**config.mk**
```make
export PLATFORM = sky130hd
export DESIGN_NAME = thunderbird_tail_lights
export DESIGN_NICKNAME = d
export VERILOG_FILES = /design/src/rtl/thunderbird_tail_lights.sv
export SDC_FILE = /design/constraint.sdc
export NUM_CORES = 1
export LEC_CHECK = 0
export BUFFER_PORTS_ARGS = -buffer_cell sky130_fd_sc_hd__buf_4
export CORE_MARGIN = 4
export CORE_UTILIZATION = 30
export CTS_BUF_LIST = sky130_fd_sc_hd__clkbuf_4 sky130_fd_sc_hd__clkbuf_8 sky130_fd_sc_hd__clkbuf_16
export CTS_CLUSTER_DIAMETER = 50
export DETAILED_ROUTE_END_ITERATION = 10
export PLACE_DENSITY_LB_ADDON = 0.3
export SYNTH_ARGS = -nofsm -noshare
export SYNTH_HDL_FRONTEND = slang
export SYNTH_SLANG_ARGS = --single-unit
```
**constraint.sdc**
```tcl
create_clock -name Clk_In -period 1.38 [get_ports Clk_In]
set_clock_uncertainty 0.1 [all_clocks]
set_input_delay 0.414 -clock Clk_In [delete_from_list [all_inputs] [get_ports Clk_In]]
set_output_delay 0.414 -clock Clk_In [all_outputs]
set_load 0.02 [all_outputs]
```
**src/rtl/thunderbird_tail_lights.sv**
```systemverilog
// Thunderbird tail-light turn-signal sequencer stepped by a divided Tick enable.
// Optional brake overlay is enabled by defining TBIRD_BRAKE_EN.
module thunderbird_tail_lights #(
    parameter int HOLD_TICKS = 1
) (
    input  logic Clk_In,
    input  logic Rst_N,
    input  logic Tick,
    input  logic Left,
    input  logic Right,
    input  logic Haz,
`ifdef TBIRD_BRAKE_EN
    input  logic Brake,
`endif
    output logic LA,
    output logic LB,
    output logic LC,
    output logic RA,
    output logic RB,
    output logic RC
);

    // state | meaning
    // IDLE  | all lamps off, waiting for a request
    // L1-L3 | left sweep, inner lamp first
    // R1-R3 | right sweep, inner lamp first
    // LR3   | hazard / both sides, all six lamps on
    typedef enum logic [2:0] {
        IDLE = 3'd0,
        L1   = 3'd1,
        L2   = 3'd2,
        L3   = 3'd3,
        R1   = 3'd4,
        R2   = 3'd5,
        R3   = 3'd6,
        LR3  = 3'd7
    } state_t;

    localparam logic [3:0] STEP_TC = 4'(HOLD_TICKS - 1);

    state_t     state;
    state_t     state_next;
    logic [3:0] tick_cnt;
    logic [5:0] lamps_q;
    logic       step;
    logic       brake_s;

`ifdef TBIRD_BRAKE_EN
    assign brake_s = Brake;
`else
    assign brake_s = 1'b0;
`endif

    assign step = Tick && (tick_cnt == STEP_TC);

    always_comb begin
        state_next = state;
        if (step) begin
            case (state)
                IDLE: begin
                    if (Haz || (Left && Right)) state_next = LR3;
                    else if (Left)              state_next = L1;
                    else if (Right)             state_next = R1;
                    else                        state_next = IDLE;
                end
                L1:      state_next = Haz ? LR3 : L2;
                L2:      state_next = Haz ? LR3 : L3;
                L3:      state_next = Haz ? LR3 : IDLE;
                R1:      state_next = Haz ? LR3 : R2;
                R2:      state_next = Haz ? LR3 : R3;
                R3:      state_next = Haz ? LR3 : IDLE;
                default: state_next = IDLE;
            endcase
        end
    end

    // Returns {RC, RB, RA, LC, LB, LA}; brake lights whichever side is not sweeping.
    function automatic logic [5:0] decode(input state_t s, input logic brk);
        logic [2:0] l;
        logic [2:0] r;
        l = 3'b000;
        r = 3'b000;
        case (s)
            L1:      l = 3'b001;
            L2:      l = 3'b011;
            L3:      l = 3'b111;
            R1:      r = 3'b001;
            R2:      r = 3'b011;
            R3:      r = 3'b111;
            LR3: begin
                l = 3'b111;
                r = 3'b111;
            end
            default: begin
                l = 3'b000;
                r = 3'b000;
            end
        endcase
        if (brk) begin
            if (!(s == L1 || s == L2 || s == L3)) l = 3'b111;
            if (!(s == R1 || s == R2 || s == R3)) r = 3'b111;
        end
        return {r, l};
    endfunction

    always_ff @(posedge Clk_In) begin
        if (!Rst_N) begin
            state    <= IDLE;
            tick_cnt <= 4'd0;
            lamps_q  <= 6'd0;
        end else begin
            state <= state_next;
            if (step)
                tick_cnt <= 4'd0;
            else if (Tick)
                tick_cnt <= tick_cnt + 4'd1;
`ifdef TBIRD_BRAKE_EN
            lamps_q <= decode(state_next, brake_s);
`else
            if (step)
                lamps_q <= decode(state_next, brake_s);
`endif
        end
    end

    assign {RC, RB, RA, LC, LB, LA} = lamps_q;

endmodule

```
== Word-level counts from Yosys, hierarchy flattened ==
Index checks and enable logic that the tools add are counted.

* Bits in registers: 13

* $add $sub $neg: 1
* Bitwise logic cells: 1
* Mux-type cells: 12
* Eq/ne operators: 13
* Reduce and logical (&&, ||, !) cells: 9

{| class="wikitable"
|+ Operators by type and width
! kind !! count
|-
| $eq A3 B3 Y1 const B || 7
|-
| $mux W3 || 7
|-
| $pmux W3 S3 || 2
|-
| $pmux W3 S6 || 1
|-
| $eq A3 B2 Y1 const B || 4
|-
| $reduce_or A2 Y1 || 4
|-
| $eq A3 B1 Y1 const B || 2
|-
| $add A4 B1 Y4 const B || 1
|-
| $logic_not A4 Y1 || 1
|-
| $logic_not A3 Y1 || 1
|-
| $logic_and A1 B1 Y1 || 2
|-
| $mux W2 || 1
|-
| $logic_or A1 B1 Y1 || 1
|-
| $mux W1 || 1
|-
| $not A1 Y1 || 1
|}

== Depth between registers and ports, before layout ==
Gate-level depths: netlist (run 1).

* Word-level depth: 8
* Mapped depth: 7
* Mapped depth without buffers: 6

== Worst setup path after synthesis (run 1) ==
No wires, ideal clock.

* Path kind: register to register
* Start point: reg tick_cnt[0]
* End point: reg lamps_q[3]
* Cell stages (with the launch flop): 7
* Slack: -0.064 ns
* Clock period less this slack: 1.444 ns
* Required time: 1.222 ns
* Data arrival time: 1.286 ns
* Cells stage by stage: dfxtp_1 -> inv_1 -> ha_1 -> and4bb_2 -> buf_4 -> a21boi_0 -> o21a_1

* Cells in the longest elaborated chain, start to end: 6
* Elaborated cells on any way between the ends: 9
* Classes of those cells: eq/ne: 4; mux: 2; reduce/logical: 3

{| class="wikitable"
|+ RTL lines
! element !! RTL line !! source
|-
| start: declaration || 43 || <nowiki>logic [3:0] tick_cnt;</nowiki>
|-
| start signal: assignment || 116 || <nowiki>tick_cnt <= tick_cnt + 4'd1;</nowiki>
|-
| $logic_not A4 Y1 (*) || 54 || <nowiki>assign step = Tick && (tick_cnt == STEP_TC);</nowiki>
|-
| $logic_and A1 B1 Y1 (*) || 54 ||
|-
| $mux W3 || 58 || <nowiki>if (step) begin</nowiki>
|-
| $eq A3 B3 Y1 || 83 || <nowiki>case (s)</nowiki>
|-
| $reduce_or A2 Y1 (no source line) || - ||
|-
| $pmux W3 S3 || 83 ||
|-
| end signal: assignment || 121 || <nowiki>lamps_q <= decode(state_next, brake_s);</nowiki>
|-
| end: declaration || 44 || <nowiki>logic [5:0] lamps_q;</nowiki>
|}

Every way passes the cells marked *; elsewhere a longest branch is shown, timed or not.
A chain may end at the register's enable or synchronous reset.

== Worst setup path in the final report (run 1) ==
* Start point: reg state[2]
* End point: reg lamps_q[0]

* Cells in the longest elaborated chain, start to end: 7
* Elaborated cells on any way between the ends: 16
* Classes of those cells: eq/ne: 10; mux: 3; reduce/logical: 3

{| class="wikitable"
|+ RTL lines
! element !! RTL line !! source
|-
| start: declaration || 41 || <nowiki>state_t state;</nowiki>
|-
| start signal: assignment || 112 || <nowiki>state <= state_next;</nowiki>
|-
| $eq A3 B3 Y1 or $eq A3 B2 Y1 (tied branches) || 59 || <nowiki>case (state)</nowiki>
|-
| $reduce_or A2 Y1 (no source line) || - ||
|-
| $pmux W3 S6 || 59 ||
|-
| $mux W3 (*) || 58 ||
|-
| $eq A3 B2 Y1 or $eq A3 B3 Y1 (tied branches) || 83 ||
|-
| $reduce_or A2 Y1 (no source line) || - ||
|-
| $pmux W3 S3 (*) || 83 ||
|}

Marks and branches as above.

==> results of run 1 <==
-- cell usage in the layout (no fill, tap or decap), types with 2 or more instances in the layout --
| cell type | synthesis | final |
|---|---|---|
| inv_2 | 0 | 3 |
| xor2_1 | 2 | 2 |
| a21boi_1 | 2 | 2 |
| clkbuf_4 | 0 | 4 |
| nand2_1 | 8 | 7 |
| a21oi_2 | 0 | 2 |
| nor2b_1 | 2 | 2 |
| nor2_2 | 0 | 2 |
| buf_4 | 1 | 21 |
| dfxtp_2 | 0 | 4 |
| dfxtp_1 | 13 | 9 |
| o21a_1 | 3 | 3 |
| nand3_1 | 2 | 2 |
| a21oi_1 | 7 | 4 |
| nor2_1 | 8 | 6 |
| buf_6 | 0 | 2 |
-- registers in the layout (all words and copies together), names as in the netlist --
register	cells
state	3
tick_cnt	4
lamps_q	6
-- layout make-up --
cell class	count	area [µm²]
Timing Repair Buffer	23	180
Inverter	4	15.0
Clock buffer	4	30.0
Fill cell	204	1000
Sequential cell	13	265
Tap cell	27	33.8
Multi-Input combinational cell	52	435
-- synthesized netlist by cell type, types with 2 or more instances --
library cell / count / area, µm²
inv_1: 4 / 15.0
ha_1: 2 / 25.0
nor2b_1: 2 / 12.5
o21a_1: 3 / 22.5
nand2_1: 8 / 30.0
xor2_1: 2 / 17.5
a21boi_1: 2 / 15.0
nand3_1: 2 / 10.0
dfxtp_1: 13 / 260
a21oi_1: 7 / 35.0
nor2_1: 8 / 30.0
-- report_power, final --
group	switching, mW	total (mW)	internal [mW]
combinational	0.158	0.305	0.147
clock	0.128	0.260	0.132
sequential	0.0205	0.430	0.409
total	0.307	0.994	0.688
-- per-layer routing --
metal / up-vias / global-route usage [%]
li1: 297 / -
met1: 281 / 10.6
met2: 11 / 20.6
met3: 4 / 5.35
met4: 0 / 6.38
met5: - / 0
-- worst register-to-register path, cell delays in order, from the launching register on --
cell,delay [ps]
dfxtp_2,340
or3_4,380
a21oi_4,180
a31oi_4,70
a21oi_2,150
a21oi_1,70
-- cells by family after synthesis --
| kind of cell | Yosys count | synth area share, % |
|---|---|---|
| fa+ha+maj | 2 | 4.03 |
| mux | 1 | 1.61 |
| flops | 13 | 41.9 |
| simple gates | 27 | 22.8 |
| buf+inv | 7 | 5.04 |
| compound gates | 19 | 20.4 |
| xor+xnor | 3 | 4.23 |
-- worst max-delay path by stage --
stage                                        start                       to  slack (ps)  cells after the start
final                          state[2]$_SDFF_PN0_  lamps_q[0]$_SDFFE_PN0N_         -20                      5
after CTS                      state[1]$_SDFF_PN0_  lamps_q[0]$_SDFFE_PN0N_         0.9                      5
after floorplan           tick_cnt[0]$_SDFFE_PP0P_  lamps_q[3]$_SDFFE_PN0N_          30                      6
after detailed placement                      Left  lamps_q[0]$_SDFFE_PN0N_        -150                      6
after global routing           state[2]$_SDFF_PN0_  lamps_q[0]$_SDFFE_PN0N_         -60                      5
after global placement                        Left  lamps_q[0]$_SDFFE_PN0N_        -130                      6
-- repair_timing --
item                       CTS  global route
setup endpoints to repair    5            11
hold endpoints to repair     0             0
pin swaps                    4             9
cloned                       0             0
gates resized for setup      8            21
setup buffers                1             2
==> reports/results.txt, run 1 <==
Status -> complete, but fails checks
Failing checks -> setup timing
Design area -> 960 µm²
RSZ-0062 raised after global routing -> true
Pre-CTS WS -> -154 ps
Final GP Congestion -> 0.737
Largest fanout on the critical path -> 4
Worst path bufs/invs -> 0
Initial antenna violation count -> 0
Leakage power -> 0.396 nW
Routed met3 length -> 85 µm
R2R depth -> 5
Fin util -> 48.9%
Max clock buf depth -> 2
H-tree level count -> 1
TritonCTS clock tree -> yes
Worst path cell trace -> or3_4 -> a21oi_4 -> a31oi_4 -> a21oi_2 -> a21oi_1
Max Cap Viol -> 0
Ports -> 12
Die height -> 53.5 µm
Cts bufs inserted -> 3
Final ANT Viol Nets -> 0
Final max-slew violation count -> 0
# diodes -> 0
FFs w/ async S/R, synth -> 0%
Largest net degree at the start of global routing -> 11
Crit path arrival time -> 1460 ps
Worst slew margin relative to its limit -> 81.0%
Starting Density -> 31.6%
Crit path max-delay family -> compound AO/OA/AOI/OAI gates
Yosys reg bits -> 13
Worst r2r src -> state[2]$_SDFF_PN0_
Drc violations -> 0
Post-Syn Nets -> 80
DPL Wire Length -> 1030 µm
Hold EP -> state[0]$_SDFF_PN0_
Post-layout min period -> 1400 ps
I/O Buffers -> 11
Global-route wire length before repair -> 2260 µm
Global-route usage over all layers -> 11.5%
Worst R2R End -> lamps_q[0]$_SDFFE_PN0N_
Ratio of final minimum period to clock period -> 101%
Max VDD drop -> 538 µV
Top_reg_cell synth -> dfxtp_1
Final hold vios -> 0
DIE AREA -> 2860 µm²
Site row count -> 16
CP endpoint kind -> register
Skew-Pair Late Insertion Delay -> 280 ps
Total power -> 994 µW
Clock Pin Slew Worst Setup and Hold Paths -> 90 ps
Final std cells w/o fill -> 123
Vias -> 593
Synth cell types -> 30
Setup violations, final -> 2
Layout net count -> 105
Final setup TNS -> -18.7 ps
Hold_sp -> Rst_N
Worst Hold Class -> in2reg
Area growth syn-to-layout -> 54.6%
Routed WL -> 1520 µm
Worst-margin pin slew -> 285 ps
First-pass DRT Iterations -> 4
Final worst slack -> -15.7 ps
Total grt overflow -> 0
Clock Sinks -> 13
Worst path required time -> 1450 ps
Power Density -> 1040 nW/µm²
Placed insts -> 116
Syn_area_per_cell -> 8.62 µm²
Dpl cell area -> 790 µm²
Synth Warn # -> 0
Core area -> 1960 µm²
Via density -> 4.82
CTS hold repair buffers -> 0
Vias in the first global route -> 556
Worst Setup Start Kind -> register
Iter 0 DRT Violations -> 4
Met2 WL -> 803 µm
Max incr delay on CP -> 380 ps
Register area share after synthesis -> 41.9%
Met1 WL -> 609 µm
Die span in x -> 53.5 µm
Hold Path Cell Cnt -> 2
Fmax -> 0.717 GHz
Slowest-stage cell, CP -> or3_4
WL/cell -> 12.4 µm
Hold WS -> 331 ps
Layout cells sized above 1 -> 53.1%
Root Driver -> clkbuf_4
Post-Synthesis Cells -> 72
Post-synth EDFFs -> 0
R2R Setup Slk -> -20 ps
CP Class -> reg2reg
Top sig layer -> met4
Synthesized area -> 621 µm²
Power figures use the tool's default switching activity.
==> inputs of run 2 (changes only) <==
Settings changed: BUFFER_PORTS_ARGS -buffer_cell sky130_fd_sc_hd__buf_4 to default, DONT_BUFFER_PORTS from default to 1.
==> reports/results.txt, run 2 (synthesis results as in run 1) <==
Vias in the first global route -> 530 (-4.7%)
Routed WL -> 1440 µm (-5.3%)
Dpl cell area -> 692 µm² (-12%)
Slowest-stage cell, CP -> or3_1
Largest net degree at the start of global routing -> 11 (unchanged)
Fill count -> 215 (+5.4%)
Final hold vios -> 0 (unchanged)
Leakage power -> 0.329 nW (-17%)
Ratio of final minimum period to clock period -> 101% (-0.50 points)
Clock share of power -> 28.0% (+1.9 points)
Max FFs per register -> 6 (unchanged)
Status -> complete, but fails checks
Most frequent CP cell -> a21oi_2
Multi-input gate area in the final layout -> 407 µm² (-6.6%)
Top flop regs -> lamps_q: 6 flops, tick_cnt: 4 flops, state: 3 flops
DIE AREA -> 2860 µm² (unchanged)
Total grt overflow -> 0 (unchanged)
DPL Wire Length -> 949 µm (-7.9%)
Placed insts -> 103 (-11%)
Die height -> 53.5 µm (unchanged)
Top reg by flops -> lamps_q
Final ANT Viol Nets -> 0 (unchanged)
Register area -> 265 µm² (unchanged)
Vias -> 533 (-10%)
Post-layout min period -> 1390 ps (-6.90 ps)
P_sw -> 275 µW (-10%)
Final std cells w/o fill -> 109 (-11%)
I/O Buffers -> 0 (-11)
Final setup TNS -> -8.76 ps (+9.92 ps)
Layout net count -> 91 (-13%)
Crit path arrival time -> 1460 ps (about the same)
Max incr delay on CP -> 360 ps (-20 ps)
Design area -> 822 µm² (-14%)
Root Driver -> clkbuf_4
Power Density -> 1110 nW/µm² (+7.1%)
Starting Density -> 31.6% (unchanged)
Initial antenna violation count -> 0 (unchanged)
Final worst slack -> -8.76 ps (+6.90 ps)
Iter 0 DRT Violations -> 6 (+2)
Area growth syn-to-layout -> 32.5%
Final max-slew violation count -> 0 (unchanged)
WL/cell -> 13.2 µm (+6.8%)
Failing checks -> setup timing
Final GP Congestion -> 0.713 (-3.2%)
Layout cells sized above 1 -> 41.5% (-12 points)
Max VDD drop -> 587 µV (+9.0%)
Global-route wire length before repair -> 2140 µm (-5.5%)
Most frequent cells in the layout -> dfxtp_1, buf_4, nand2_1
Part of the power in registers -> 49.9% (+6.7 points)
Clock Sinks -> 13 (unchanged)
Net Sw Frac -> 30.1% (-0.71 points)
Via density -> 4.89 (+1.4%)
Cts bufs inserted -> 3 (unchanged)
Ports -> 12 (unchanged)
Worst slew margin relative to its limit -> 80.0% (-1.0 points)
Clock Pin Slew Worst Setup and Hold Paths -> 80 ps (about the same)
Comb pwr share -> 22.1% (-8.6 points)
CP Class -> reg2reg
RSZ-0062 raised after global routing -> true
Fin util -> 41.9% (-7.0 points)
H-tree level count -> 1 (unchanged)
Worst-margin pin slew -> 300 ps (+15.6 ps)
Fmax -> 0.720 GHz (+0.50%)
Skew-Pair Late Insertion Delay -> 270 ps (about the same)
Global-route usage over all layers -> 10.7% (-0.88 points)
Worst Setup Start Kind -> register
Worst Hold Class -> in2reg
Internal -> 637 µW (-7.3%)
Site row count -> 16 (unchanged)
Max Cap Viol -> 0 (unchanged)
CTS hold repair buffers -> 0 (unchanged)
Worst path required time -> 1450 ps (about the same)
Largest fanout on the critical path -> 4 (unchanged)
Max clock buf depth -> 2 (unchanged)
TritonCTS clock tree -> yes
Die span in x -> 53.5 µm (unchanged)
Setup violations, final -> 1 (-1)
Worst path cell trace -> or3_1 -> a21oi_2 -> a31oi_4 -> a21oi_2 -> a21oi_1
Core area -> 1960 µm² (unchanged)
Commonest non-fill, non-tap cell in the layout -> dfxtp_1
# diodes -> 0 (unchanged)
First-pass DRT Iterations -> 3 (-1)
Drc violations -> 0 (unchanged)
CP endpoint kind -> register
[run 2: cell count changes in the layout (fill, tap and decap cells not counted), sizes merged]
cell,before,now
buf,23,9
[run 2: metal layers]
metal | wire [µm] | vias up | GRT usage, %
met4 | 10 | 0 | 3.83
met5 | 0 | - | 0
met3 | 98 | 2 | 5.92
li1 | - | 272 | -
met1 | 588 | 247 | 10.4
met2 | 747 | 12 | 18.6
[run 2: worst max-delay path: cells and delay by family, from the launching register on]
family,cells,cell delay [ps]
compound gates,4,490
flops,1,340
simple gates,1,360
[run 2: final cells by class]
cell class / count / share of cell area, %
well taps: 27 / 4.11
multi-input cells: 52 / 49.5
repair buffers: 9 / 8.68
clock buffers: 4 / 3.65
flip-flops and latches: 13 / 32.3
inverters: 4 / 1.83
[run 2: worst paths after layout]
path	start	end	slack, ps	depth (start not counted)
setup / recovery	state[2]$_SDFF_PN0_	lamps_q[0]$_SDFFE_PN0N_	-9	5
hold / removal	Rst_N	state[0]$_SDFF_PN0_	170	1
setup reg to reg	state[2]$_SDFF_PN0_	lamps_q[0]$_SDFFE_PN0N_	-9	5
hold reg to reg	state[2]$_SDFF_PN0_	state[2]$_SDFF_PN0_	390	1
[run 2: power groups by stage]
stage               Sequential [mW]  Combinational [mW]  Clock (mW)
global route                  0.460               0.226       0.290
CTS                           0.454               0.155       0.272
floorplan                     0.461               0.106           0
global placement              0.462               0.144           0
detailed placement            0.463               0.145           0
finish                        0.455               0.201       0.255
[run 2: timing repair]
item                                   in CTS  in global routing
endpoints found under the hold margin       0                  0
resized for setup                           2                 20
setup endpoints to repair                   4                 13
pin swaps                                   2                 12
setup buffers                               1                  1
[run 2: metrics by stage]
stage	power, mW	hold slack (ps)	setup WS, ps
2_1_floorplan	0.567	386	32.9
3_3_place_gp	0.606	408	-13.5
3_5_place_dp	0.607	424	-22.9
4_1_cts	0.881	160	8.43
5_1_grt	0.976	157	-81.9
6_report	0.912	172	-8.76
